`config.mk`:
```
export PLATFORM = sky130hd
export DESIGN_NAME = time_keeper
export DESIGN_NICKNAME = d
export VERILOG_FILES = /design/src/rtl/clock_pkg.sv /design/src/rtl/toggle_edge_detect.sv /design/src/rtl/time_keeper.sv
export SDC_FILE = /design/constraint.sdc
export NUM_CORES = 1
export LEC_CHECK = 0
export BUFFER_PORTS_ARGS = -buffer_cell sky130_fd_sc_hd__buf_2
export CAP_MARGIN = 5
export CELL_PAD_IN_SITES_DETAIL_PLACEMENT = 1
export CELL_PAD_IN_SITES_GLOBAL_PLACEMENT = 2
export CORE_UTILIZATION = 34
export DETAILED_ROUTE_END_ITERATION = 6
export PLACE_DENSITY_LB_ADDON = 0.1
export SLEW_MARGIN = 20
export SYNTH_ARGS = -nofsm -noshare
export SYNTH_HDL_FRONTEND = slang
export SYNTH_HIERARCHICAL = 1
export SYNTH_SLANG_ARGS = --single-unit
```
`constraint.sdc`:
```
create_clock -name clk -period 1.8 [get_ports clk]
set_input_delay 0.36 -clock clk [delete_from_list [all_inputs] [get_ports clk]]
set_output_delay 0.36 -clock clk [all_outputs]
set_load 0.05 [all_outputs]
```
`src/rtl/clock_pkg.sv`:
```
// Shared definitions for the time-of-day path: BCD field widths, load FSM
// state encoding, legal-time limits and BCD arithmetic helpers.
package clock_pkg;

    localparam int HH_W = 6;
    localparam int MM_W = 7;

    localparam logic [1:0] IDLE   = 2'd0;
    localparam logic [1:0] CHECK  = 2'd1;
    localparam logic [1:0] COMMIT = 2'd2;

    localparam logic [1:0] MAX_HH_T      = 2'd2;
    localparam logic [3:0] MAX_HH_U_AT_2 = 4'd3;
    localparam logic [2:0] MAX_MM_T      = 3'd5;

    // Next BCD minute; 59 wraps to 00.
    function automatic logic [MM_W-1:0] inc_mm(input logic [MM_W-1:0] m);
        if (m[3:0] == 4'd9) begin
            if (m[6:4] == MAX_MM_T) inc_mm = '0;
            else                    inc_mm = {m[6:4] + 3'd1, 4'd0};
        end else begin
            inc_mm = {m[6:4], m[3:0] + 4'd1};
        end
    endfunction

    // Next BCD hour; 23 wraps to 00.
    function automatic logic [HH_W-1:0] inc_hh(input logic [HH_W-1:0] h);
        if (h == {MAX_HH_T, MAX_HH_U_AT_2})
            inc_hh = '0;
        else if (h[3:0] == 4'd9)
            inc_hh = {h[5:4] + 2'd1, 4'd0};
        else
            inc_hh = {h[5:4], h[3:0] + 4'd1};
    endfunction

    // True when the BCD pair is a legal 24-hour time of day.
    function automatic logic load_ok(input logic [HH_W-1:0] h, input logic [MM_W-1:0] m);
        load_ok = (h[5:4] <= MAX_HH_T) && (h[3:0] <= 4'd9) &&
                  ((h[5:4] < MAX_HH_T) || (h[3:0] <= MAX_HH_U_AT_2)) &&
                  (m[6:4] <= MAX_MM_T) && (m[3:0] <= 4'd9);
    endfunction

endpackage

```
`src/rtl/toggle_edge_detect.sv`:
```
// Turns a toggle-encoded tick line into a one-cycle event: any transition of
// the (optionally synchronized) line raises ev for exactly one clock.
module toggle_edge_detect #(
    parameter bit SYNC_EN = 1'b0
) (
    input  logic clk,
    input  logic reset,
    input  logic tgl,
    output logic ev
);

    logic tgl_s;
    logic tgl_prev;

    generate
        if (SYNC_EN) begin : g_sync
            logic sync_1;
            logic sync_2;

            // Two-flop synchronizer for a tick source on a foreign clock.
            always_ff @(posedge clk or negedge reset) begin
                if (!reset) begin
                    sync_1 <= 1'b0;
                    sync_2 <= 1'b0;
                end else begin
                    // NOTE: non-blocking so sync_2 takes the pre-edge sync_1; blocking would collapse the chain to one flop.
                    sync_1 <= tgl;
                    sync_2 <= sync_1;
                end
            end

            assign tgl_s = sync_2;
        end else begin : g_direct
            assign tgl_s = tgl;
        end
    endgenerate

    // Edge history: remember last cycle's level so any change shows up as ev.
    always_ff @(posedge clk or negedge reset) begin
        if (!reset) tgl_prev <= 1'b0;
        else        tgl_prev <= tgl_s;
    end

    assign ev = tgl_s ^ tgl_prev;

endmodule

```
`src/rtl/time_keeper.sv`:
```
// 24-hour BCD time of day with blinking colon, driven by toggle-encoded
// half-second and minute ticks, plus a validated valid/ready time-set load.
module time_keeper
    import clock_pkg::*;
#(
    parameter bit SYNC_EN  = 1'b0,
    parameter int RESET_HH = 0,
    parameter int RESET_MM = 0
) (
    input  logic            clk,
    input  logic            reset,
    input  logic            half_tgl,
    input  logic            min_tgl,
    input  logic            load_valid,
    output logic            load_ready,
    input  logic [HH_W-1:0] load_hh,
    input  logic [MM_W-1:0] load_mm,
    output logic [HH_W-1:0] hh,
    output logic [MM_W-1:0] mm,
    output logic            colon,
    output logic            minute_strobe,
    output logic            hour_strobe,
    output logic            load_err
);

    localparam logic [HH_W-1:0] RST_HH_BCD = HH_W'((RESET_HH / 10) * 16 + (RESET_HH % 10));
    localparam logic [MM_W-1:0] RST_MM_BCD = MM_W'((RESET_MM / 10) * 16 + (RESET_MM % 10));

    logic            ev_half;
    logic            ev_min;
    logic [1:0]      state;
    logic [HH_W-1:0] cap_hh;
    logic [MM_W-1:0] cap_mm;
    logic            cap_ok;
    logic            commit_load;
    logic            min_apply;

    toggle_edge_detect #(.SYNC_EN(SYNC_EN)) u_half_edge (
        .clk   (clk),
        .reset (reset),
        .tgl   (half_tgl),
        .ev    (ev_half)
    );

    toggle_edge_detect #(.SYNC_EN(SYNC_EN)) u_min_edge (
        .clk   (clk),
        .reset (reset),
        .tgl   (min_tgl),
        .ev    (ev_min)
    );

    assign load_ready  = (state == IDLE);
    assign commit_load = (state == COMMIT) && cap_ok;
    // A valid load landing in COMMIT overrides a coincident minute tick.
    assign min_apply   = ev_min && !commit_load;

    // Load FSM: capture in IDLE, validate in CHECK, apply or reject in COMMIT.
    always_ff @(posedge clk or negedge reset) begin
        if (!reset) begin
            state  <= IDLE;
            cap_hh <= '0;
            cap_mm <= '0;
            cap_ok <= 1'b0;
        end else begin
            case (state)
                IDLE: begin
                    if (load_valid) begin
                        cap_hh <= load_hh;
                        cap_mm <= load_mm;
                        state  <= CHECK;
                    end
                end
                CHECK: begin
                    cap_ok <= load_ok(cap_hh, cap_mm);
                    state  <= COMMIT;
                end
                default: state <= IDLE;
            endcase
        end
    end

    // Colon blinks on every half-second event regardless of load activity.
    always_ff @(posedge clk or negedge reset) begin
        if (!reset)       colon <= 1'b0;
        else if (ev_half) colon <= ~colon;
    end

    // Time-of-day registers with strobes; a committed load takes priority.
    always_ff @(posedge clk or negedge reset) begin
        if (!reset) begin
            hh            <= RST_HH_BCD;
            mm            <= RST_MM_BCD;
            minute_strobe <= 1'b0;
            hour_strobe   <= 1'b0;
            load_err      <= 1'b0;
        end else begin
            minute_strobe <= min_apply;
            hour_strobe   <= min_apply && (mm == {MAX_MM_T, 4'd9});
            load_err      <= (state == COMMIT) && !cap_ok;
            if (commit_load) begin
                hh <= cap_hh;
                mm <= cap_mm;
            end else if (min_apply) begin
                mm <= inc_mm(mm);
                if (mm == {MAX_MM_T, 4'd9}) hh <= inc_hh(hh);
            end
        end
    end

endmodule

```
==> out/qor.csv <==
metric;value;unit
Yosys top cell area share;0.5431;
detailed router's first-iteration violation count;27;
Die Area;5023;um2
Setup CP Type;flip-flop to flip-flop;
Top-Level Pins;36;
Layout Area Growth over Synthesis;27.08;%
Worst EP arrival;1.93;ns
crit path cell chain;xor2_1 -> and4b_2 -> nand2_2 -> buf_12 -> or3_1 -> a31oi_1;
Core Footprint;4444;um2
Flop pwr share;0.376;
Leak Pwr;0.9268;nW
Die W;70.88;um
Rel. slew slack;0.6904;
vias per inst;5.099;
fraction of layout cells with a size suffix above 1;0.3789;
Num CTS Buffers;5;
clk_skew;0.004279;ns
vias in the first global route;1315;
Mapped Cells;143;
Post-CTS Setup Inserts;0;
sum of buffers and inverters on the critical path;1;
Post-Layout Cell Count;242;
RSZ-0062 raised after global routing;false;
Wirelength per Cell;15.62;um
Highest Clock Rate;583.1;MHz
switching power share of the total;0.4382;
number of fill cells;516;
total wire length;3779;um
net count after synthesis;164;
Peak VDD IR;0.5264;mV
CTS H-tree lvls;2;
Max Slew Vio Count;0;
Tcrit/Tclk final;0.9527;
Crit path max-delay family;simple AND/OR/NAND/NOR gates;
required time of the worst setup path;2.02;ns
via count;1234;
Core Rows;24;
Max-cap violations;0;
CP Capture Type;flip-flop;
Root Driver;clkbuf_8;
Clk pwr share;0.206;
DRT Pass-1 Iters;5;
CTS clk-pin slew, worst paths;0.07;ns
leading area contributor after synthesis;dfrtp_1;
Max FO, Critical Path;9;
mapped cell area;1613;um2
initial antenna violation count;0;
ant diodes;0;
Worst-Margin Slew;0.4631;ns
Cell variety after synth;36;
Area contributors post-synth;dfrtp_1, mux2_2, o21ai_0;
mean post-synth cell area;11.28;um2
Ys Warns;6;
commonest non-fill, non-tap cell in the layout;buf_2;
CP startpoint kind;flip-flop;
min Tclk post-route;1.715;ns
clock latency on the worst-skew pair;0.29;ns
Core Util, Final;0.4611;
Final Hold Viols;0;
NetSw;1.523;mW
dpl hpwl;2867;um
Fin Hold WS;0.1909;ns
Crit path largest cell delay;0.38;ns
gr usage total;0.1707;
Clock Path Buffers;2;
grt ovf;0;
routability cong.;0.7544;
Logic pwr share;0.418;
number of port buffers;35;
clk sinks;35;
# DRC;0;
# setup viols final;0;
Net count, final;210;
slowest CP cell;dfrtp_1;
sequential share of the synthesized area;0.5431;
die height;70.88;um
Yosys reg bits;35;
PwrDens;1695;nW/um2
global-route wire length before repair;6472;um
status;complete, no violations;
P_int;1.952;mW
commonest cells after routing, fill and taps aside;buf_2, dfrtp_1, mux2_2;
CTS tree;done;
largest net degree at the start of global routing;21;
initial core utilization;0.3629;
placed cells;233;
worst hold path type;primary input to flip-flop;
antenna viol nets, final;0;
setup_tns;0;ns
[routing by layer]
metal,track usage,vias up,wire length [um]
li1,-,597,-
met4,0.06000,0,63
met1,0.2236,606,1787
met5,0,-,0
met2,0.2650,24,1771
met3,0.05840,7,156
[power groups by stage]
stage,combinational [mW],clock [mW],sequential [mW]
finish,1.45,0.717,1.31
global route,1.57,0.781,1.35
CTS,1.47,0.738,1.31
detailed placement,1.47,0,1.33
global placement,1.44,0,1.30
floorplan,0.530,0,1.82
[flip-flops by register name (all words and copies together) (netlist names)]
register,count
cap_hh,6
cap_mm,7
cap_ok,1
colon,1
hh,6
hour_strobe,1
load_err,1
minute_strobe,1
mm,7
state,2
u_half_edge/tgl_prev,1
u_min_edge/tgl_prev,1
[repair_timing]
item | CTS | global route
hold buffers | 1 | 0
hold endpoints to repair | 14 | 0
resized for setup | 0 | 1
setup endpoints to repair | 0 | 2
[cells in the mapped netlist]
library cell	instances
and2b_2	1
a21oi_1	7
nand2_1	11
o21ai_0	10
nor2b_1	4
o211ai_1	1
xor2_1	4
o31a_1	2
nand2_2	1
nand3_1	5
xnor2_1	2
o32ai_1	1
and4bb_1	1
buf_4	1
or3_1	3
or4b_1	1
and2_1	2
mux2_2	13
dfrtp_1	35
nor3b_1	3
nor3_1	1
nand3b_1	2
nand4b_1	1
inv_1	2
nor2_1	10
or4_1	1
clkbuf_1	4
o21a_1	1
and4b_2	1
o31ai_1	1
a31oi_1	3
mux2i_1	2
ha_1	3
a41o_1	1
buf_6	1
and3b_1	1
[area by class of cell]
cell class | instances | area [um2] | area share
flip-flops and latches | 35 | 878.3 | 0.4286
clock inverters | 3 | 43.79 | 0.02137
multi-input cells | 100 | 708.2 | 0.3455
inverters | 2 | 7.507 | 0.003663
clock buffers | 5 | 68.82 | 0.03358
well taps | 52 | 65.06 | 0.03175
repair buffers | 45 | 277.8 | 0.1355
[final timing paths]
path / startpoint / endpoint / slack [ns] / depth (start not counted)
setup / recovery: u_min_edge/tgl_prev$_DFF_PN0_ / hh[4]$_DFFE_PN0P_ / 0.09 / 6
hold / removal: half_tgl / u_half_edge/tgl_prev$_DFF_PN0_ / 0.19 / 1
setup reg to reg: u_min_edge/tgl_prev$_DFF_PN0_ / hh[4]$_DFFE_PN0P_ / 0.09 / 6
hold reg to reg: colon$_DFFE_PN0P_ / colon$_DFFE_PN0P_ / 0.48 / 1
max in group asynchronous: reset / cap_mm[2]$_DFFE_PN0P_ / 0.83 / 3
min in group asynchronous: reset / hh[2]$_DFFE_PN0P_ / 0.52 / 2
[cell families (layout without fill, tap and decap cells)]
logic type	count (synthesis)	count (layout)	synth area share
simple gates	49	49	0.1714
flops	35	35	0.5431
compound gates	27	27	0.1009
mux	15	15	0.1032
buf+inv	8	55	0.02560
xor+xnor	6	6	0.03258
fa+ha+maj	3	3	0.02328
[through the flow]
step | area [um2] | setup slack (ns) | total power [mW]
after detailed placement | 1922 | 0.02308 | 2.796
after floorplan | 1623 | 0.009683 | 2.352
after global routing | 2049 | 0.01097 | 3.707
final | 2049 | 0.08514 | 3.475
after global placement | 1922 | 0.1021 | 2.739
after CTS | 2044 | 0.09319 | 3.523
[worst reg2reg max path, stage by stage, from the launching register on]
cell and delay [ns]:
dfrtp_1 0.38, xor2_1 0.22, and4b_2 0.28, nand2_2 0.09, buf_12 0.15, or3_1 0.34, a31oi_1 0.18
Power figures use the tool's default switching activity.
